File: src/rtl/mcp_instr_fetch_reg.sv
// Multicycle MIPS instruction fetch + instruction register: one memory read per request, IR held between fetches.
// Optional fetch timeout with sticky error state is enabled by defining MCP_FETCH_TIMEOUT_EN.
module mcp_instr_fetch_reg #(
   parameter int unsigned WL      = 32,
   parameter int unsigned TIMEOUT = 15
) (
   input  logic          CLK,
   input  logic          RST,
   input  logic          fetch_start,
   input  logic [WL-1:0] PC,
   output logic          mem_req,
   output logic [WL-1:0] mem_addr,
   input  logic [WL-1:0] mem_rdata,
   input  logic          mem_ack,
   output logic [WL-1:0] IR,
   output logic [5:0]    Opcode,
   output logic [4:0]    Rs,
   output logic [4:0]    Rt,
   output logic [4:0]    Rd,
   output logic [4:0]    Shamt,
   output logic [5:0]    Funct,
   output logic [15:0]   Imm,
   output logic [25:0]   Jaddr,
   output logic          ir_valid,
   output logic          busy,
   output logic          fetch_err
);

   // Elaboration-time parameter sanity checks
   if (WL < 32) begin : g_bad_wl
      $error("mcp_instr_fetch_reg: WL must be at least 32");
   end
   if ((TIMEOUT < 1) || (TIMEOUT > 255)) begin : g_bad_timeout
      $error("mcp_instr_fetch_reg: TIMEOUT must be in 1..255");
   end

   localparam logic [1:0] S_IDLE = 2'b00;
   localparam logic [1:0] S_WAIT = 2'b01;
`ifdef MCP_FETCH_TIMEOUT_EN
   localparam logic [1:0] S_ERR  = 2'b10;
   localparam int unsigned CW    = $clog2(TIMEOUT + 1);

   logic [CW-1:0] r_tmo;
   logic [CW-1:0] w_tmo_nxt;
   logic          r_err;
   logic          w_err_nxt;
`endif

   logic [1:0]    r_state;
   logic [1:0]    w_state_nxt;
   logic [WL-1:0] r_ir;
   logic [WL-1:0] w_ir_nxt;
   logic [WL-1:0] r_addr;
   logic [WL-1:0] w_addr_nxt;
   logic          r_valid;
   logic          w_valid_nxt;
   logic          r_req;
   logic          r_busy;

   // Next-state and next-register-value logic
   always_comb begin
      w_state_nxt = r_state;
      w_ir_nxt    = r_ir;
      w_addr_nxt  = r_addr;
      w_valid_nxt = r_valid;
`ifdef MCP_FETCH_TIMEOUT_EN
      w_tmo_nxt   = r_tmo;
      w_err_nxt   = r_err;
`endif
      case (r_state)
         S_IDLE: begin
            if (fetch_start) begin
               w_state_nxt = S_WAIT;
               w_addr_nxt  = PC;
               w_valid_nxt = 1'b0;
`ifdef MCP_FETCH_TIMEOUT_EN
               w_tmo_nxt   = '0;
`endif
            end
         end
         S_WAIT: begin
            if (mem_ack) begin
               w_state_nxt = S_IDLE;
               w_ir_nxt    = mem_rdata;
               w_valid_nxt = 1'b1;
            end
`ifdef MCP_FETCH_TIMEOUT_EN
            else if (r_tmo == CW'(TIMEOUT - 1)) begin
               // Edge ending the last allowed request cycle
               w_state_nxt = S_ERR;
               w_valid_nxt = 1'b0;
               w_err_nxt   = 1'b1;
            end else begin
               w_tmo_nxt   = r_tmo + CW'(1);
            end
`endif
         end
`ifdef MCP_FETCH_TIMEOUT_EN
         S_ERR: begin
            w_valid_nxt = 1'b0;
            w_err_nxt   = 1'b1;
         end
`endif
         default: begin
            w_state_nxt = S_IDLE;
         end
      endcase
   end

   // State and output registers, synchronous reset
   always_ff @(posedge CLK) begin
      if (RST) begin
         r_state <= S_IDLE;
         r_ir    <= '0;
         r_addr  <= '0;
         r_valid <= 1'b0;
         r_req   <= 1'b0;
         r_busy  <= 1'b0;
`ifdef MCP_FETCH_TIMEOUT_EN
         r_tmo   <= '0;
         r_err   <= 1'b0;
`endif
      end else begin
         r_state <= w_state_nxt;
         r_ir    <= w_ir_nxt;
         r_addr  <= w_addr_nxt;
         r_valid <= w_valid_nxt;
         r_req   <= (w_state_nxt == S_WAIT);
         r_busy  <= (w_state_nxt == S_WAIT);
`ifdef MCP_FETCH_TIMEOUT_EN
         r_tmo   <= w_tmo_nxt;
         r_err   <= w_err_nxt;
`endif
      end
   end

   assign mem_req  = r_req;
   assign busy     = r_busy;
   assign mem_addr = r_addr;
   assign IR       = r_ir;
   assign ir_valid = r_valid;
`ifdef MCP_FETCH_TIMEOUT_EN
   assign fetch_err = r_err;
`else
   assign fetch_err = 1'b0;
`endif

   // Field slices are combinational views of IR
   assign Opcode = r_ir[31:26];
   assign Rs     = r_ir[25:21];
   assign Rt     = r_ir[20:16];
   assign Rd     = r_ir[15:11];
   assign Shamt  = r_ir[10:6];
   assign Funct  = r_ir[5:0];
   assign Imm    = r_ir[15:0];
   assign Jaddr  = r_ir[25:0];

endmodule
File: config.mk
export PLATFORM = sky130hd
export DESIGN_NAME = mcp_instr_fetch_reg
export DESIGN_NICKNAME = d
export VERILOG_FILES = /design/src/rtl/mcp_instr_fetch_reg.sv
export SDC_FILE = /design/constraint.sdc
export NUM_CORES = 1
export LEC_CHECK = 0
export BUFFER_PORTS_ARGS = -buffer_cell sky130_fd_sc_hd__buf_2
export CAP_MARGIN = 25
export CORE_MARGIN = 4
export CORE_UTILIZATION = 25
export DETAILED_ROUTE_END_ITERATION = 10
export GPL_TIMING_DRIVEN = 0
export PLACE_DENSITY = 0.61
export RECOVER_POWER = 100
export SLEW_MARGIN = 20
export SYNTH_ARGS = -nofsm -noshare
export SYNTH_HDL_FRONTEND = slang
export SYNTH_SLANG_ARGS = --single-unit
File: constraint.sdc
create_clock -name CLK -period 3.2 [get_ports CLK]
set_input_delay 0.16 -clock CLK [delete_from_list [all_inputs] [get_ports CLK]]
set_output_delay 0.16 -clock CLK [all_outputs]
set_load 0.05 [all_outputs]
==> impl_metrics.tcl, run 1 <==
set metrics [dict create \
    die_y_um 116 \
    routed_via_density 4.02 \
    setup-violations-final 0 \
    via_count 2965 \
    fin_util_pct 37.0 \
    finalHoldViolCount 0 \
    yosys_warnings 0 \
    finalCritPeriodShare_pct 52.6 \
    worstPathArrival_ns 1.94 \
    clkTransAtPathRegs_ns 0.06 \
    r2r-start "r_state[1]" \
    core_area_um2 11500 \
    fmax_ghz 0.594 \
    rows 39 \
    top_layer_used "met4" \
    area_growth_pct 44.5 \
    dr.pass1.iters 4 \
    tightest_slew_ns 0.684 \
    ys_seq_elements 68 \
    dp_hpwl_um 6890 \
    cp_max_fo 10 \
    relSlewSlack_pct 54.3 \
    yosys.area.top_type "dfxtp_1" \
    p_per_area_nw_per_um2 509 \
    ff2ff_path_depth 4 \
    synth-compound-area-share_pct 11.4 \
    cts_resized 0 \
    synth_simple_gate_area_share_pct 18.2 \
    synthMostInstantiatedCell "nand2_1" \
    synth_area_um2 2940 \
    ir_drop_uv 193 \
    postSynthAreaPerCell_um2 7.93 \
    fin_skew_ns 0.00973 \
    synth_edf_count 0 \
    status "complete, no violations" \
    dieArea_um2 13500 \
    clk_path_buf_depth 2 \
    ant_nets 0 \
    synth_top_area_share_pct 46.4 \
    die_x_um 116 \
    route.detailed.drc 0 \
    cap_violations 0 \
    endpoint "mem_addr[16]" \
    antenna_cells 0 \
    yosys.area_share.xor_xnor_pct 0 \
    start_util_pct 25.6 \
    ys_seq_area_share_pct 46.4 \
    ys_types 17 \
    synth.area.top_cells "dfxtp_1 46%, buf_4 19%, nand2_1 16%" \
    met1Wirelength_um 3460 \
    routedWlPerCell_um 12.0 \
    cts_hold_buffers 0 \
    async_flop_share_pct 0 \
    fin_crit_ns 1.68 \
    synthAdderAreaFrac_pct 0 \
    syn_inst 370 \
    io_buffers 207 \
    antenna_found_initial 0 \
    ys.flop_type "dfxtp_1" \
    worstPathRequired_ns 3.46 \
    gp_congestion 0.702 \
    worstSetupStartpointType "flip-flop" \
    wirelength_um 8860 \
    clkSinkCount 68 \
    grt_start_max_net_pins 13 \
    worstSetupStartpoint "r_state[1]" \
    fin_nets 657 \
    synth_top_family_by_area "buffers and inverters" \
    power.total_mw 2.16 \
    wl_met3_um 1040 \
    crit_type "flip-flop to flip-flop" \
    worstSetupEndpointType "flip-flop" \
    htreeDepth 3 \
    drt_iter0_drc 119 \
    r2r-end "mem_addr[16]" \
    drive_gt1_share_pct 27.1 \
    cts-root-buf "clkbuf_16" \
    wl_met2_um 4310 \
    grt_overflow 0 \
    hp-class "input port to flip-flop" \
    cts_tree "yes" \
    grt_setup_unrepaired "no" \
    p_leak_nw 1.78 \
    postCtsSetupBuffers 0 \
    io_pins 210 \
    reg2reg_slack_ns 1.52 \
    grt_util_all_layers_pct 12.2 \
    setup_tns_ns 0 \
    slew_viol_final 0 \
    clk_latency_ns 0.33 \
    synthMuxAreaShare_pct 0.384 \
    synth_common_cells "128 x nand2_1, 76 x buf_4, 68 x dfxtp_1" \
    grt_pass1_wl_um 12900 \
    cts_made_buffers 9 \
    first_global_vias 2656 \
]
[placed cells by master, fill, tap and decap left out, drive strengths merged]
master,count
clkinv,4
a21oi,65
nor3,2
or3b,1
buf,146
inv,1
dfxtp,68
nand3b,1
clkbuf,168
bufinv,1
nor3b,1
mux2,1
conb,2
o21ai,2
and3b,1
nor2b,1
clkinvlp,1
nand2,128
[report_power, final]
part           internal [mW]  leakage, nW  switching [mW]
sequential             0.873        0.553          0.0180
clock                  0.603        0.142           0.367
combinational         0.0807         1.08           0.215
[sequential cells by signal, summed over array words and instances, names as in the netlist]
signal / cells
ir_valid: 1
r_state: 2
mem_addr: 32
IR: 32
busy: 1
[worst min-delay path by stage]
stage	startpoint	endpoint	slack, ns	depth (start not counted)
6_report	mem_rdata[23]	IR[23]	0.07	3
5_1_grt	PC[2]	mem_addr[2]	0.05	3
4_1_cts	PC[2]	mem_addr[2]	0.05	3
3_5_place_dp	mem_rdata[6]	IR[6]	0.41	3
3_3_place_gp	PC[10]	mem_addr[10]	0.40	3
2_1_floorplan	PC[10]	mem_addr[10]	0.30	2
[kinds of logic after synthesis]
group           count (synthesis)
simple gates                  135
buf+inv                        98
flops                          68
compound gates                 67
mux                             1
other cells                     1
[worst max-delay path, stage by stage, from the launching register on]
cell	delay, ns
dfxtp_1	0.36
nor3b_1	0.60
clkbuf_1	0.40
nand2_1	0.13
a21oi_1	0.13
[routing by layer]
metal,vias up,track usage [%]
li1,1530,-
met1,1296,13.9
met2,135,21.0
met3,4,4.35
met4,0,4.25
met5,-,0
[cell type report]
class / instances / area [um2]
flip-flops and latches: 68 / 1360
fillers: 1270 / 7230
inverters: 1 / 3.75
plain buffers: 97 / 661
clock buffers: 10 / 229
clock inverters: 6 / 65.1
multi-input cells: 205 / 883
repair buffers: 207 / 860
well taps: 143 / 179
[through the flow]
step	instances	instance area, um2	hold slack [ns]	setup WS [ns]
CTS	737	4450	0.0523	1.83
finish	737	4240	0.0674	1.52
global route	737	4240	0.0549	1.24
floorplan	371	2940	0.296	1.97
detailed placement	721	4150	0.407	1.78
global placement	721	4150	0.401	1.82
No activity file was read; power rests on OpenSTA's default activity.
==> run 2: changes to the inputs <==
clock period = 1.55 ns   (was 3.2 ns; I/O delays follow)
==> run 2 against run 1 <==
  * Sequential power grew 110%
  * Count of clock-buffer cells in the layout did not move
  * Hold slack got worse by 0.047 ns
  * Via count up 9.5%
  * Combinational power grew to 2.5 times the previous value
  * Sequential cell count unchanged
  * Final cell count up 8.7%
  * Clock skew is 0.0023 ns lower
  * First-iteration DRC count rose by 10%
  * Critical endpoint is now mem_addr[22]
  * Largest cell class unchanged
==> impl_metrics.tcl, run 2 (synthesis results as in run 1) <==
set metrics [dict create \
    status "complete, no violations" \
    multiInputGateArea_um2 888 \
    mostFrequentLayoutCells "128 x nand2_1, 123 x clkbuf_1, 76 x buf_4" \
    holdPathStages 3 \
    worstPathArrival_ns 1.58 \
    setup_tns_ns 0 \
    core_area_um2 11500 \
    die_y_um 116 \
    ant_nets 0 \
    n_fill_cell 1177 \
    fmax_ghz 0.717 \
    die_x_um 116 \
    routedWlPerCell_um 12.2 \
    fin_cells 801 \
    p_comb_share_pct 16.3 \
    gp_congestion 0.702 \
    crit_type "flip-flop to flip-flop" \
    drive_gt1_share_pct 29.8 \
    clkTransAtPathRegs_ns 0.05 \
    routed_via_density 4.05 \
    cp_max_fo 10 \
    rows 39 \
    r2r-end "mem_addr[22]" \
    worstPathRequired_ns 1.73 \
    clk_path_buf_depth 2 \
    cts_hold_buffers 63 \
    cap_violations 0 \
    worstSetupEndpointType "flip-flop" \
    mostFrequentLayoutCell "nand2_1" \
    switchingPower_mw 1.28 \
    io_buffers 207 \
    grt_pass1_wl_um 14500 \
    p_per_area_nw_per_um2 934 \
    met1Wirelength_um 3830 \
    p_int_mw 3.33 \
    htreeDepth 3 \
    first_global_vias 3029 \
    antenna_found_initial 1 \
    cts_resized 0 \
    via_count 3246 \
    wl_met3_um 924 \
    hp-class "input port to flip-flop" \
    dp.cells 721 \
    cts_made_buffers 9 \
    p_leak_nw 2.16 \
    grt_setup_unrepaired "no" \
    slew_viol_final 0 \
    reg2reg_slack_ns 0.16 \
    wirelength_um 9810 \
    p_seq_share_pct 40.0 \
    start_util_pct 25.6 \
    seqCellArea_um2 1360 \
    postCtsSetupBuffers 0 \
    dp_hpwl_um 6890 \
    fin_hold_ws_ns 0.0206 \
    dieArea_um2 13500 \
    worstHoldEndpoint "mem_addr[23]" \
    worstSetupStartpointType "flip-flop" \
    fin_skew_ns 0.00743 \
    wl_met2_um 4830 \
    cts_tree "yes" \
    ff2ff_path_depth 5 \
    grt_start_max_net_pins 13 \
    area_growth_pct 68.1 \
    drt_iter0_drc 131 \
    cts-root-buf "clkbuf_16" \
    clkSinkCount 68 \
    top_layer_used "met4" \
    io_pins 210 \
    finalCritPeriodShare_pct 89.9 \
    dr.pass1.iters 4 \
    clockPowerShare_pct 43.8 \
    grt_overflow 0 \
    route.detailed.drc 0 \
    r2r-start "r_state[1]" \
    clk_latency_ns 0.32 \
    hp-start "PC[23]" \
    setup-violations-final 0 \
    p_sw_share_pct 27.8 \
    grt_util_all_layers_pct 13.6 \
    tightest_slew_ns 0.678 \
    fin_crit_ns 1.39 \
    relSlewSlack_pct 54.8 \
    fin_nets 720 \
    finalHoldViolCount 0 \
    ir_drop_uv 406 \
]
[run 2: cell count changes in the layout (fill, tap and decap cells not counted)]
cell	delta
nor3b_1	-1
clkbuf_1	-36
clkbuf_2	+29
diode_2	+1
nor3b_2	+1
buf_1	+2
buf_6	+2
buf_2	+3
dlygate4sd3_1	+63
[run 2: area by class of cell]
type                       count  area share (%)
inverter                       1          0.0761
multi-input combinational    205            18.0
timing repair buffer         270            30.8
clock inverter                 6            1.32
buffer                        97            13.9
clock buffer                  10            4.64
antenna                        1          0.0507
sequential                    68            27.6
tap                          143            3.63
[run 2: through the flow]
stage	total power [mW]	setup slack [ns]	utilization [%]	cell area, um2
2_1_floorplan	2.32	0.320	-	2940
3_3_place_gp	2.52	0.217	36.2	4150
3_5_place_dp	2.52	0.182	36.2	4150
4_1_cts	4.72	0.177	44.3	5080
5_1_grt	4.82	0.0207	43.0	4930
6_report	4.61	0.156	43.0	4930
[run 2: worst max-delay path by stage]
stage	start	end	cells after the start
detailed placement	r_state[1]	mem_addr[23]	4
global route	r_state[1]	mem_addr[27]	4
CTS	r_state[1]	mem_addr[16]	4
floorplan	r_state[1]	mem_addr[10]	5
global placement	r_state[1]	mem_addr[26]	4
finish	r_state[1]	mem_addr[22]	5
[run 2: metal layers]
layer  global-route usage [%]  vias up
met2                     23.9      145
met5                        0        -
met1                     15.4     1424
li1                         -     1661
met4                     7.04        0
met3                     3.16       16
[run 2: worst max-delay path, stage by stage (launching register included)]
cell and delay, ns:
dfxtp_1 0.37, or3b_1 0.39, clkbuf_1 0.19, buf_6 0.18, nand2_1 0.06, a21oi_1 0.07
[run 2: power groups by stage]
stage | logic [mW] | registers (mW) | clock network, mW
4_1_cts | 0.772 | 1.84 | 2.11
6_report | 0.750 | 1.84 | 2.02
3_3_place_gp | 0.640 | 1.88 | 0
3_5_place_dp | 0.647 | 1.88 | 0
2_1_floorplan | 0.267 | 2.05 | 0
5_1_grt | 0.803 | 1.85 | 2.17
==> run 3: changes to the inputs <==
CORE_MARGIN = default   (was 4)
==> run 3 against run 2 <==
  * Hold slack worse by 0.017 ns
  * Critical path depth unchanged
  * Design area down 2.0%
  * Global-route usage down 0.20 points
  * First-iteration DRC count down 37%
==> impl_metrics.tcl, run 3 (synthesis results as in run 1) <==
set metrics [dict create \
    dieArea_um2 12200 \
    route.detailed.drc 0 \
    setup-violations-final 0 \
    ir_drop_uv 541 \
    area_growth_pct 64.7 \
    clkTransAtPathRegs_ns 0.05 \
    cts_tree "yes" \
    dp_hpwl_um 6410 \
    cap_violations 0 \
    hp-class "input port to flip-flop" \
    cts_resized 0 \
    io_pins 210 \
    clkSinkCount 68 \
    via_count 3186 \
    fin_crit_ns 1.43 \
    core_area_um2 11400 \
    drive_gt1_share_pct 30.3 \
    relSlewSlack_pct 58.1 \
    p_leak_nw 2.13 \
    finalCritPeriodShare_pct 92.3 \
    cp_max_fo 10 \
    antenna_found_initial 0 \
    p_per_area_nw_per_um2 911 \
    grt_setup_unrepaired "no" \
    first_global_vias 2796 \
    pre_cts_slack_ns 0.187 \
    busiest_layer "met2" \
    setup_tns_ns 0 \
    die_y_um 110 \
    grt_pass1_wl_um 12700 \
    worstSetupEndpointType "flip-flop" \
    start_util_pct 25.7 \
    gp_congestion 0.703 \
    worstPathRequired_ns 1.73 \
    fin_ws_ns 0.120 \
    routedWlPerCell_um 11.2 \
    tightest_slew_ns 0.632 \
    crit_type "flip-flop to flip-flop" \
    slew_viol_final 0 \
    fmax_ghz 0.699 \
    gr-usage-met1_pct 14.5 \
    grt_util_all_layers_pct 13.4 \
    dr.pass1.iters 4 \
    htreeDepth 3 \
    clk_latency_ns 0.32 \
    antenna_cells 0 \
    finalHoldViolCount 0 \
    grt_start_max_net_pins 11 \
    die_x_um 110 \
    routed_via_density 4.03 \
    fin_nets 713 \
    wirelength_um 8810 \
    cts_made_buffers 9 \
    clk_path_buf_depth 2 \
    worstPathArrival_ns 1.61 \
    n_fill_cell 1207 \
    met3_usage_pct 4.17 \
    io_buffers 207 \
    rows 39 \
    cts-root-buf "clkbuf_16" \
    ant_nets 0 \
    mostFrequentLayoutCell "nand2_1" \
    gr-usage-met2_pct 24.5 \
    grt_overflow 0 \
    status "complete, no violations" \
    drt_iter0_drc 82 \
    mostFrequentLayoutCells "128 x nand2_1, 122 x clkbuf_1, 76 x buf_4" \
    fin_skew_ns 0.00609 \
    worstSetupStartpointType "flip-flop" \
]
## run 3: changes by cell type in the layout (fill, tap and decap cells not counted)
cell	before	now
buf_1	2	0
clkbuf_2	29	30
dlygate4sd3_1	63	56
clkbuf_8	0	2
buf_2	72	73
clkinv_2	2	1
diode_2	1	0
clkinv_4	2	0
clkbuf_1	123	122
bufinv_16	1	0
## run 3: final cells by class
class | count | area, um2 | area share [%]
buffer | 97 | 684 | 14.2
clock buffer | 11 | 253 | 5.23
clock inverter | 2 | 12.5 | 0.259
inverter | 1 | 3.75 | 0.0776
multi-input combinational | 205 | 888 | 18.4
sequential | 68 | 1360 | 28.2
tap | 143 | 179 | 3.70
timing repair buffer | 263 | 1450 | 30.1
## run 3: power by group
part	internal [mW]	leakage [nW]	switching (mW)	total, mW
Combinational	0.268	1.45	0.464	0.731
Clock	1.14	0.129	0.694	1.83
Sequential	1.80	0.553	0.0376	1.84
## run 3: final timing paths
kind | cells past startpoint | endpoint | slack (ns) | startpoint
setup / recovery | 5 | mem_addr[3] | 0.12 | r_state[1]
hold reg to reg | 2 | mem_addr[0] | 0.45 | mem_addr[0]
setup reg to reg | 5 | mem_addr[3] | 0.12 | r_state[1]
hold / removal | 3 | mem_addr[4] | 0.003 | PC[4]
## run 3: what timing repair did
action / 4_1_cts / 5_1_grt
buffers inserted: 0 / 0
endpoints found under the setup margin: 0 / 0
hold endpoints to repair: 55 / 1
hold buffers: 55 / 1
## run 3: critical path: stages, from the launching register on
cell and delay, ns:
dfxtp_1 0.37, or3b_1 0.39, clkbuf_1 0.21, buf_6 0.19
nand2_1 0.07, a21oi_1 0.06
## run 3: metal layers
| metal | vias up | part of all wire, % |
|---|---|---|
| li1 | 1642 | - |
| met1 | 1412 | 40 |
| met2 | 126 | 50 |
| met3 | 6 | 8.3 |
| met4 | 0 | 0.69 |
| met5 | - | 0 |
## run 3: per-stage QoR
| step | power (mW) | cell area, um2 | hold slack [ns] | util, % | std cells |
|---|---|---|---|---|---|
| after global placement | 2.51 | 4150 | 0.319 | 36.4 | 721 |
| after floorplan | 2.32 | 2940 | 0.213 | - | 371 |
| final | 4.41 | 4840 | 0.00341 | 42.4 | 790 |
| after detailed placement | 2.52 | 4150 | 0.325 | 36.4 | 721 |
| after CTS | 4.49 | 4970 | 0.000557 | 43.5 | 789 |
| after global routing | 4.61 | 4840 | 0.00530 | 42.4 | 790 |
